===== config.mk =====
export PLATFORM = sky130hd
export DESIGN_NAME = imem_loader
export DESIGN_NICKNAME = d
export VERILOG_FILES = /design/src/rtl/imem_loader.sv
export SDC_FILE = /design/constraint.sdc
export NUM_CORES = 1
export LEC_CHECK = 0
export BUFFER_PORTS_ARGS = -buffer_cell sky130_fd_sc_hd__buf_4
export CAP_MARGIN = 40
export CORE_MARGIN = 3
export CORE_UTILIZATION = 55
export DETAILED_ROUTE_END_ITERATION = 8
export PLACE_DENSITY = 0.81
export SKIP_LAST_GASP = 1
export SLEW_MARGIN = 20
export SYNTH_ARGS = -nofsm -noshare
export SYNTH_HDL_FRONTEND = slang
export SYNTH_SLANG_ARGS = --single-unit

===== constraint.sdc =====
create_clock -name clk -period 3.75 [get_ports clk]
set_input_delay 0 -clock clk [delete_from_list [all_inputs] [get_ports clk]]
set_output_delay 0 -clock clk [all_outputs]
set_load 0.03 [all_outputs]

===== src/rtl/imem_loader.sv =====
// Boot loader: assembles a little-endian byte stream into 32-bit words and writes instruction memory.
// Optional checksum byte after the image is enabled with IMEM_LOADER_CHECKSUM_EN.
module imem_loader #(
  parameter int unsigned DEPTH = 256,
  parameter int unsigned CNT_W = 9
) (
  input  logic             clk,
  input  logic             reset,
  input  logic             start,
  input  logic             byte_valid,
  input  logic [7:0]       byte_data,
  output logic             byte_ready,
  output logic             wr_en,
  output logic [31:0]      wr_addr,
  output logic [31:0]      wr_data,
  output logic [CNT_W-1:0] words_loaded,
  output logic             busy,
  output logic             done,
  output logic             error,
  output logic             cpu_hold
);

  typedef enum logic [2:0] {
    StIdle, StHdr0, StHdr1, StData, StWlast, StDone, StErr
`ifdef IMEM_LOADER_CHECKSUM_EN
    , StChk
`endif
  } state_e;

  state_e            state_q, state_d;
  logic [7:0]        n_lo_q;
  logic [15:0]       n_q;
  logic [15:0]       n_hdr;
  logic [1:0]        lane_q;
  logic [23:0]       word_q;
  logic [CNT_W-1:0]  words_q;
  logic              wr_en_q;
  logic [31:0]       wr_addr_q;
  logic [31:0]       wr_data_q;
  logic              accepting;
  logic              xfer;
  logic              last_word;
`ifdef IMEM_LOADER_CHECKSUM_EN
  logic [7:0]        sum_q;
`endif

  always_comb begin
    accepting = 1'b0;
    unique case (state_q)
      StHdr0, StHdr1, StData: accepting = 1'b1;
`ifdef IMEM_LOADER_CHECKSUM_EN
      StChk:                  accepting = 1'b1;
`endif
      default:                accepting = 1'b0;
    endcase
  end

  assign xfer      = byte_valid && accepting;
  assign n_hdr     = {byte_data, n_lo_q};
  // words_q doubles as the index of the word currently being assembled
  assign last_word = (16'(words_q) == (n_q - 16'd1));

  always_comb begin
    state_d  = state_q;
    busy     = 1'b0;
    done     = 1'b0;
    error    = 1'b0;
    cpu_hold = 1'b1;
    unique case (state_q)
      StIdle: begin
        if (start) state_d = StHdr0;
      end
      StHdr0: begin
        busy = 1'b1;
        if (xfer) state_d = StHdr1;
      end
      StHdr1: begin
        busy = 1'b1;
        if (xfer) begin
          if (n_hdr == 16'd0) begin
`ifdef IMEM_LOADER_CHECKSUM_EN
            state_d = StChk;
`else
            state_d = StDone;
`endif
          end else if (n_hdr > 16'(DEPTH)) begin
            state_d = StErr;
          end else begin
            state_d = StData;
          end
        end
      end
      StData: begin
        busy = 1'b1;
        if (xfer && (lane_q == 2'd3) && last_word) begin
`ifdef IMEM_LOADER_CHECKSUM_EN
          state_d = StChk;
`else
          state_d = StWlast;
`endif
        end
      end
      // Final word is being written; stream is closed but the load is not finished yet.
      StWlast: begin
        busy    = 1'b1;
        state_d = StDone;
      end
`ifdef IMEM_LOADER_CHECKSUM_EN
      StChk: begin
        busy = 1'b1;
        if (xfer) state_d = (byte_data == sum_q) ? StDone : StErr;
      end
`endif
      StDone: begin
        done     = 1'b1;
        cpu_hold = 1'b0;
        if (start) state_d = StHdr0;
      end
      StErr: begin
        error = 1'b1;
        if (start) state_d = StHdr0;
      end
      default: state_d = StIdle;
    endcase
  end

  always_ff @(posedge clk or posedge reset) begin
    if (reset) begin
      state_q   <= StIdle;
      n_lo_q    <= 8'd0;
      n_q       <= 16'd0;
      lane_q    <= 2'd0;
      word_q    <= 24'd0;
      words_q   <= '0;
      wr_en_q   <= 1'b0;
      wr_addr_q <= 32'd0;
      wr_data_q <= 32'd0;
`ifdef IMEM_LOADER_CHECKSUM_EN
      sum_q     <= 8'd0;
`endif
    end else begin
      state_q <= state_d;
      wr_en_q <= 1'b0;
      if (state_d == StHdr0 && state_q != StHdr0) begin
        words_q <= '0;
`ifdef IMEM_LOADER_CHECKSUM_EN
        sum_q   <= 8'd0;
`endif
      end
      if (state_q == StHdr0 && xfer) n_lo_q <= byte_data;
      if (state_q == StHdr1 && xfer) begin
        n_q    <= n_hdr;
        lane_q <= 2'd0;
      end
      if (state_q == StData && xfer) begin
        lane_q <= lane_q + 2'd1;
`ifdef IMEM_LOADER_CHECKSUM_EN
        sum_q  <= sum_q + byte_data;
`endif
        unique case (lane_q)
          2'd0: word_q[7:0]   <= byte_data;
          2'd1: word_q[15:8]  <= byte_data;
          2'd2: word_q[23:16] <= byte_data;
          default: begin
            wr_en_q   <= 1'b1;
            wr_data_q <= {byte_data, word_q};
            wr_addr_q <= {{(30-CNT_W){1'b0}}, words_q, 2'b00};
            words_q   <= words_q + CNT_W'(1);
          end
        endcase
      end
    end
  end

  assign byte_ready   = accepting;
  assign wr_en        = wr_en_q;
  assign wr_addr      = wr_addr_q;
  assign wr_data      = wr_data_q;
  assign words_loaded = words_q;

endmodule


Yosys cells after proc, flatten, opt, wreduce, memory -nomap -nowiden. Index checks and enable logic that the tools add are counted. Widths: inputs -> output; s select.

Flip-flop bits (word level): 104. Logic and storage cells: 66.

Add/sub/neg operators: 3. Magnitude comparators: 1. Equal/unequal tests: 12. Muxes and demuxes: 19. Bitwise operators: 1. Reduce and logical (&&, ||, !) cells: 19.

Operator list (count): $mux 9 (3); $mux 3 (6); $eq 9x16->1 (1); $gt 16x9->1 const B (1); $logic_not 16->1 (1); $sub 16x1->16 const B (1); $pmux 3 s5 (1); $add 9x1->9 const B (1); $eq 3x3->1 const B (3); $reduce_or 3->1 (3); $reduce_and 2->1 (4); $logic_and 1x1->1 (7); $mux 1 (7); $eq 3x1->1 const B (2); $eq 3x2->1 const B (2); $eq 2x2->1 const B (2); $mux 2 (2); $reduce_or 4->1 (1); $logic_not 3->1 (1); $ne 3x1->1 const B (1); $add 2x1->2 const B (1); $eq 2x1->1 const B (1); $logic_not 2->1 (1); $reduce_bool 2->1 (1); $not 1->1 (1).

Longest topological paths before layout.
Depth after elaboration: 13. Gate-level depth with buffers: 9.

Least setup slack after synthesis. Ideal clock, no wire load.

Path type: flip-flop to flip-flop. Start point: register n_q[2]. End point: register state_q[2]. Setup time: 0.066 ns. Arrival: 1.922 ns. Data required time: 3.684 ns. Setup slack: 1.763 ns. Cell stages (with the launch flop): 7. Buffers on the path: 0. Cell sequence: dfrtp_1 > nor4_4 > a21o_1 > a21boi_1 > or3_1 > nor4_2 > a31o_1.

Longest elaborated chain between the ends: 5.

RTL lines: start, declared (line 32) `logic [15:0] n_q;`; start signal, assigned (line 152) `n_q <= n_hdr;`; $sub 16x1->16 (line 61) `assign last_word = (16'(words_q) == (n_q - 16'd1));`; $eq 9x16->1 (line 61); $logic_and 1x1->1 (line 95) `if (xfer && (lane_q == 2'd3) && last_word) begin`; $mux 3 (line 95); $pmux 3 s5 (line 69) `unique case (state_q)`; net state_d[2] (line 30) `state_e state_q, state_d;`; end signal, assigned (line 129) `state_q <= StIdle;`; end signal, assigned (line 142) `state_q <= state_d;`; end, declared (line 30).

The timed path passes the listed nets, and every way through them passes these cells. A chain may end at the register's enable or synchronous reset.

Final worst setup path.
Start point: register state_q[1]. End point: register words_q[7] (netlist: words_loaded[7]).

Longest elaborated chain between the ends: 13. Elaborated cells between the ends (all ways): 25.

RTL lines: $eq 3x1->1, or another cell as far along (line 49, 69); $reduce_or 3->1 (line 49) `unique case (state_q)`; $mux 1 (line 49); $logic_and 1x1->1 (line 58) `assign xfer = byte_valid && accepting;`; $logic_and 1x1->1 (2 in series) (line 95); $mux 3 (line 95); $pmux 3 s5 (line 69); $eq 3x1->1 (line 144) `if (state_d == StHdr0 && state_q != StHdr0) begin`; $logic_and 1x1->1 (line 144); $mux 9 (line 144); $mux 9 (line 160) `unique case (lane_q)`; $mux 9 (*) (line 155) `if (state_q == StData && xfer) begin`; end signal, assigned (line 168) `words_q <= words_q + CNT_W'(1);`; end, declared (line 36) `logic [CNT_W-1:0] words_q;`.

Mark *: on every way between the ends. The rest lies on a longest branch, timed or not.

==> results.yml <==
floorplanning:
  die_x_um: 99.7
  placementRows: 33
  io_pins: 91
  core_area_um2: 8380
  die-area_um2: 9940
  die_h_um: 99.7
  start_util: 0.576
synthesis:
  syn-cell-area_um2: 4830
  synth_warnings: 0
  ys_top_cells_by_area: "dfrtp_1 54%, nand2_1 11%, mux2_2 11%, buf_4 3.6%, o21ai_0 1.7%"
  ys_ff_latch: 104
  yosysSeqAreaShare: 0.539
  synth_cell_types: 50
  synth.top_cell.area_share: 0.539
  syn_area_per_cell_um2: 10.1
  async_flop_share: 1.00
  synth-edff-count: 0
  synth_ff_type: "dfrtp_1"
  synth_area_leader_cell: "dfrtp_1"
  syn_inst: 476
critical_path:
  path_delay_family: "simple AND/OR/NAND/NOR gates"
  worstSetupPathType: "reg -> reg"
  cp_num_buf_inv: 1
  cp_slowest_stage_delay_ns: 0.61
  arrival_ns: 2.75
  critPathLaunchType: "register"
  cp.required_ns: 4.04
  critPathSlowestCell: "dfrtp_1"
  end_kind: "register"
  path_cells: "and4b_1, nand2_1, inv_1, and4_1, nand3_1, or2_2, o21ai_0"
  critical_path.max_fanout: 23
drt:
  wl_per_cell_um: 16.0
  routed_wl_um: 10600
  ant_nets: 0
  drc: 0
  drt_iter0_drc: 257
  vias: 3570
  viasPerCell: 5.39
  dr.pass1.iters: 4
finish:
  area_delta_synth_final_pct: 17.4
  drive_gt1_frac: 0.253
  final_cell_mix: "145 x nand2_1, 104 x dfrtp_1, 71 x buf_4, 46 x mux2_2, 23 x conb_1"
  nNetsFinal: 570
  antennaDiodeCount: 0
  mostFrequentLayoutCell: "nand2_1"
grt:
  use_met3: 0.0393
  gr-usage-met1: 0.321
  antenna_found_initial: 0
  grtUsageMet2: 0.365
  grt_pass1_vias: 3494
  grt_usage: 0.229
  grt_max_degree: 45
  grt_pass1_wl_um: 17900
  grt-ovfl-total: 0
  busiest_layer: "met2"
sta:
  worst_pin_slew_ns: 0.700
  max_freq_ghz: 0.405
  holdWs_ns: 0.195
  finalSetupViolations: 0
  rsz0062_at_grt: "no"
  tns_ns: 0
  period_needed_ns: 2.47
  maxSlewHeadroom: 0.531
  hold_viol: 0
  finClkSkew_ns: 0.00933
  period_share: 0.658
  finalMaxSlewViolations: 0
clock_tree:
  postCtsSetupBuffers: 0
  cts-htree-levels: 3
  numClockSinks: 104
  clk_latency_ns: 0.36
  post_cts_resized: 0
  root_buffer: "clkbuf_8"
  tritoncts: "yes"
  cts_buffers: 9
  clock_path_buffers: 2
  clkSlewWorstSetupHoldPaths_ns: 0.10
placed_design:
  hpwl_um: 7300
  portBuffers: 67
  place.gp.congestion: 0.818
status:
  outcome: "finished clean"
worst_hold_path:
  hold_path_class: "in -> reg"
job:
  max_cap_viol_count: 0
power:
  p_per_area_nw_per_um2: 653
  peakVddDrop_mv: 0.422
  power_leakage_nw: 2.87
## cells in the mapped netlist, drive strengths merged, types with 3 or more instances
cell / n
buf: 27
clkbuf: 13
xnor2: 7
nor2: 19
a31oi: 3
nor4: 7
inv: 9
dfrtp: 104
nand2: 145
a21oi: 5
o21ai: 16
nand4: 5
nor3: 7
nand3b: 5
nand3: 6
xor2: 8
nor2b: 4
mux2: 46
ha: 6
nand2b: 3
## cell type report
type                    instances  area [um^2]
multi-input cells             345         2040
clock inverters                 6         75.1
repair buffers                 83          661
fillers                       671         2710
flip-flops and latches        104         2600
clock buffers                  10          128
well taps                     105          131
inverters                       9         36.3
## tightest hold or removal path: stages
cell and delay, ns:
buf_4 0.12, nand2_1 0.07, nor3_2 0.10, mux2_2 0.23
## sequential cells by signal, summed over array words and instances (netlist names)
register / flops
lane_q: 2
n_lo_q: 8
n_q: 16
state_q: 3
word_q: 24
words_loaded: 9
wr_addr: 9
wr_data: 32
wr_en: 1
## path summary, 6_finish.rpt
kind,to,depth (start not counted),start,slack [ns]
setup / recovery,words_loaded[7]$_DFF_PP0_,7,state_q[1]$_DFF_PP0_,1.28
hold / removal,n_lo_q[3]$_DFFE_PP0P_,4,byte_valid,0.20
setup reg to reg,words_loaded[7]$_DFF_PP0_,7,state_q[1]$_DFF_PP0_,1.28
hold reg to reg,wr_data[15]$_DFFE_PP0P_,2,word_q[15]$_DFFE_PP0P_,0.47
max in group asynchronous,words_loaded[6]$_DFF_PP0_,4,reset,2.72
min in group asynchronous,wr_data[3]$_DFFE_PP0P_,3,reset,0.22
## where the power goes
| part | total (W) | internal (W) | switching (W) |
|---|---|---|---|
| logic | 0.00130 | 0.000496 | 0.000801 |
| registers | 0.00168 | 0.00145 | 0.000231 |
| clock network | 0.000720 | 0.000320 | 0.000400 |
## per-layer routing
metal  vias to the layer above  wire length, um
met5                         -                0
met4                         0              148
met3                         9              472
met2                        98             5120
met1                      1762             4850
li1                       1701                -
## cells by family after synthesis
logic type               after synthesis  synth area share
AO/OA/AOI/OAI                         38            0.0495
XOR/XNOR                              15            0.0272
adder cells (fa/ha/maj)                6            0.0156
buffers and inverters                 49            0.0562
flip-flops                           104             0.539
multiplexers                          46             0.107
other                                  1          0.000777
AND/OR/NAND/NOR                      217             0.204
## stage by stage
stage	utilization	power (W)	std cells	worst slack [ns]	instance area, um^2
floorplan	-	0.00251	498	1.02	4910
global placement	0.637	0.00295	634	1.43	5340
detailed placement	0.639	0.00300	635	1.31	5360
CTS	0.675	0.00373	661	1.27	5660
global route	0.676	0.00391	662	1.06	5670
finish	0.676	0.00370	662	1.28	5670
## what timing repair did
action                     4_1_cts  5_1_grt
hold buffers                    10        0
setup endpoints to repair        0        0
hold endpoints to repair        86        0
Note: power is estimated with default switching activity, not from simulation.
